### src/rtl/fifo_uart_tx.sv
// fifo_uart_tx: pops bytes from a FIFO read port and sends them as 8N1-style UART frames
module fifo_uart_tx #(
  parameter int CLKS_PER_BIT = 16,
  parameter int S = 8
) (
  input  logic         rd_clk,
  input  logic         rd_rst,
  input  logic         tx_enable,
  input  logic         fifo_empty,
  input  logic [S-1:0] rd_data,
  output logic         rd_en,
  output logic         tx,
  output logic         busy,
  output logic         frame_done
);
  localparam int BW = $clog2(CLKS_PER_BIT);
  localparam int CW = S > 1 ? $clog2(S) : 1;
  localparam logic [BW-1:0] BAUD_LAST = BW'(CLKS_PER_BIT - 1);
  localparam logic [CW-1:0] BIT_LAST = CW'(S - 1);
  typedef enum logic [2:0] {IDLE, FETCH, LOAD, START, DATA, STOP} state_t;
  state_t state_q, state_d;
  logic [BW-1:0] baud_q, baud_d;
  logic [CW-1:0] bit_q, bit_d;
  logic [S-1:0] sr_q, sr_d;
  logic tx_q, tx_d, rd_en_q, rd_en_d, bit_end;
  always_comb begin
    bit_end = baud_q == BAUD_LAST;
    state_d = state_q;
    case (state_q)
      IDLE:    state_d = (tx_enable && !fifo_empty) ? FETCH : IDLE;
      FETCH:   state_d = LOAD;
      LOAD:    state_d = START;
      START:   state_d = bit_end ? DATA : START;
      DATA:    state_d = (bit_end && bit_q == BIT_LAST) ? STOP : DATA;
      STOP:    state_d = bit_end ? IDLE : STOP;
      default: state_d = IDLE;
    endcase
    baud_d = (state_q == IDLE || state_d != state_q || bit_end) ? '0 : baud_q + 1'b1;
    bit_d = state_q != DATA ? '0 : bit_end ? bit_q + 1'b1 : bit_q;
    sr_d = state_q == LOAD ? rd_data : (state_q == DATA && bit_end) ? sr_q >> 1 : sr_q;
    // tx and rd_en are registered from the next state so they line up with state_q
    tx_d = state_d == START ? 1'b0 : state_d == DATA ? sr_d[0] : 1'b1;
    rd_en_d = state_d == FETCH;
  end
  always_ff @(posedge rd_clk) begin
    if (rd_rst) begin
      state_q <= IDLE;
      baud_q  <= '0;
      bit_q   <= '0;
      sr_q    <= '0;
      tx_q    <= 1'b1;
      rd_en_q <= 1'b0;
    end else begin
      state_q <= state_d;
      baud_q  <= baud_d;
      bit_q   <= bit_d;
      sr_q    <= sr_d;
      tx_q    <= tx_d;
      rd_en_q <= rd_en_d;
    end
  end
  assign tx = tx_q;
  assign rd_en = rd_en_q;
  assign busy = state_q != IDLE;
  assign frame_done = state_q == STOP && bit_end;
endmodule

### config.mk
export PLATFORM = sky130hd
export DESIGN_NAME = fifo_uart_tx
export DESIGN_NICKNAME = d
export VERILOG_FILES = /design/src/rtl/fifo_uart_tx.sv
export SDC_FILE = /design/constraint.sdc
export NUM_CORES = 1
export LEC_CHECK = 0
export CAP_MARGIN = 25
export CORE_MARGIN = 2
export CORE_UTILIZATION = 51
export DETAILED_ROUTE_END_ITERATION = 16
export GPL_TIMING_DRIVEN = 0
export PLACE_DENSITY = 0.89
export SYNTH_ARGS = -nofsm -noshare
export SYNTH_HDL_FRONTEND = slang
export SYNTH_SLANG_ARGS = --single-unit
### constraint.sdc
create_clock -name rd_clk -period 1.9 [get_ports rd_clk]
set_clock_uncertainty 0.1 [all_clocks]
set_input_delay 0.19 -clock rd_clk [delete_from_list [all_inputs] [get_ports rd_clk]]
set_output_delay 0.19 -clock rd_clk [all_outputs]
set_load 0.02 [all_outputs]
==> results by group <==
Status
  • Status: completed

Yosys
  • Synthesized area: 977 um^2
  • Biggest area consumer among synthesized cells: dfxtp_1
  • Primary FF master, synth: dfxtp_1
  • Largest family of logic cells by synthesized area: simple AND/OR/NAND/NOR gates
  • Post-synth EDFFs: 0
  • Synthesis-stage register bit count: 20
  • Adder-cell share of the synthesized area: 3.84%
  • Seq/Total Area, Yosys: 41.0%
  • Synth cell types: 38
  • Synth top area share: 41.0%
  • Ranking of synthesized cells by area: dfxtp_1 (41%), mux2i_1 (7.2%), nor2_1 (6.5%)
  • Post-Synth XOR/XNOR Area: 2.69%
  • Syn Inst Count: 104
  • Ys async rst share: 0%
  • Syn nets: 119
  • Syn_area_per_cell: about 9.4 um^2
  • Area fraction in compound gates after synthesis: 14.5%
  • YS warnings: 0
  • Simple-gate share of the synthesized area: 24.1%
  • Post-synthesis mux area share: between 8 and 9%

Drt
  • Routed via count: around 820
  • Routed WL per cell: 12.8 um
  • Via/cell ratio: 5.52
  • Final WL: 1900 um
  • DRC errors left: 0
  • TritonRoute pass-1 iters: 4
  • Post-route ant nets: 0
  • Iter 0 DRT Violations: 6

Place
  • DP HPWL: about 1400 um
  • Number of port buffers: 15
  • Dpl cell area: 0.00116 mm^2
  • RD Place Congestion: 0.847

Job
  • Max_cap viols: 0

Floorplan
  • Chip Width: 47.8 um
  • Initial Util: between 50 and 60%
  • Io pins: 16
  • Core ar.: about 0.0018 mm^2
  • Die Y: ~48 um
  • Row count: 15
  • Die ar.: 0.00228 mm^2

Final layout
  • Layout overhead on the synthesized area: 24.7%
  • Finished Cell Area: 0.00122 mm^2
  • Fillcell total: between 150 and 200
  • Commonest non-fill, non-tap cells in the layout: dfxtp_1 (20), nor2_1 (17), clkdlybuf4s50_1 (13)
  • NumNets Final: 139
  • Commonest non-fill, non-tap cell in the layout: dfxtp_1
  • Ant. Diodes: 0
  • Share of layout cells above drive strength 1: 15.4%

Setup path
  • Crit path capture type: output port
  • CP Class: reg -> out
  • CP max FO: 10
  • CP arrival: 1.52 ns
  • Crit path launch type: flop
  • Worst path required time: 1.61 ns

GRT
  • Initial antenna violation count: 0
  • Vias in the first global route: 766
  • Largest net degree at the start of global routing: 13
  • Global-route wire length before repair: 3230 um
  • Gr usage total: 20.2%
  • Total gr overflow: 0

Clock network
  • CTS tree: built
  • Clock Tree Root: clkbuf_4
  • H-tree levels: 1
  • Post CTS Setup Buffer Count: 0
  • CTS Buf Count: 3
  • Clock Sink Count: 20
  • Hold Buf Count CTS: 0
  • Clock-pin slew on the worst setup and hold paths: ~0.12 ns
  • Clock latency on the worst-skew pair: 0.31 ns
  • Max clock buf depth: 2

Pwr
  • Sw Ratio: 23.6%
  • Worst vdd ir: 0.594 mV
  • Combinational power share: between 15 and 20%
  • Psw: approximately 0.23 mW
  • Seq pwr share: 47.5%
  • Power per cell area: 791 mW/mm^2
  • Clock power frac: 36.4%
  • Leak pwr: 0.489 nW
  • Internal power: 0.737 mW

STA
  • Max Slew Vio Count: 0
  • Final hold vios: 0
  • Maximum clock frequency: 551 MHz
  • Slew headroom: a little over two thirds
  • Final worst path period need: approximately 1.8 ns
  • Setup tns final: 0 ns
  • RSZ-0062 raised after global routing: false
  • Worst-Margin Slew: 0.445 ns
  • Final period util: between 90 and 100%
  • Final setup vio count: 0

Worst hold path
  • Tightest Hold Check Type: reg -> reg
[worst paths after layout]
kind,startpoint,endpoint,slack (ns),cells after the start
setup / recovery,state_q[0]$_SDFF_PP0_,busy,0.09,3
hold / removal,baud_q[0]$_SDFF_PP0_,baud_q[0]$_SDFF_PP0_,0.35,1
setup reg to reg,baud_q[0]$_SDFF_PP0_,tx$_SDFF_PP1_,0.14,6
hold reg to reg,baud_q[0]$_SDFF_PP0_,baud_q[0]$_SDFF_PP0_,0.35,1
[what timing repair did]
action                                  in CTS  in global routing
gates cloned                                 0                  0
endpoints found under the setup margin       3                  3
gates resized for setup                      3                  5
[power by group through the flow]
| stage | clock network (mW) | logic (mW) | registers [mW] |
|---|---|---|---|
| 3_3_place_gp | 0 | 0.151 | 0.466 |
| 5_1_grt | 0.373 | 0.171 | 0.462 |
| 6_report | 0.351 | 0.156 | 0.458 |
| 4_1_cts | 0.355 | 0.155 | 0.458 |
| 3_5_place_dp | 0 | 0.156 | 0.467 |
| 2_1_floorplan | 0 | 0.0945 | 0.469 |
[registers in the layout, summed over array words and instances, names as in the netlist]
signal and cells:
baud_q 4, tx 1, state_q 3, bit_q 3
sr_q 8, rd_en 1
[logic make-up (layout without fill, tap and decap cells)]
kind of cell             after synthesis  in the layout
AND/OR/NAND/NOR                       43             43
multiplexers                           8              8
adder cells (fa/ha/maj)                3              3
buffers and inverters                 10             29
flip-flops                            20             20
AO/OA/AOI/OAI                         17             17
XOR/XNOR                               3              3
[cell usage after synthesis, drive strengths merged (3+ instances only)]
cell	n
ha	3
dfxtp	20
clkbuf	3
inv	3
nor3b	3
o21ai	3
mux2i	7
nor2	17
nand2	6
buf	4
a211oi	7
[cell type report]
class / count / area [um^2] / area share [%]
Inverter: 3 / 11.3 / 0.924
Buffer: 7 / 43.8 / 3.59
Timing Repair Buffer: 15 / 145 / 11.9
Clock buffer: 3 / 22.5 / 1.85
Multi-Input combinational cell: 74 / 534 / 43.8
Sequential cell: 20 / 400 / 32.9
Tap cell: 25 / 31.3 / 2.57
Clock inverter: 1 / 30.0 / 2.46
[worst max-delay path, stage by stage, from the launching register on]
cell and delay (ns):
dfxtp_1 0.34, buf_4 0.17, or3_1 0.40, clkdlybuf4s15_1 0.30
[per-stage QoR]
stage / hold slack, ns / std cells / utilization [%] / setup slack [ns] / power [mW]
after floorplan: 0.169 / 104 / - / 0.278 / 0.563
after global placement: 0.330 / 144 / 65.7 / 0.188 / 0.617
after detailed placement: 0.339 / 144 / 65.7 / 0.102 / 0.622
after CTS: 0.356 / 148 / 68.5 / 0.0464 / 0.967
after global routing: 0.380 / 148 / 69.1 / 0.0266 / 1.01
final: 0.352 / 148 / 69.1 / 0.0852 / 0.964
[metal layers]
layer  up-vias  share of wire (%)  GRT usage (%)
li1        405                  -              -
met1       388                 43           24.5
met2        17                 49           33.9
met3         7                4.9           6.04
met4         0                2.2           7.57
met5         -                  0              0
Note: power is estimated with default switching activity, not from simulation.
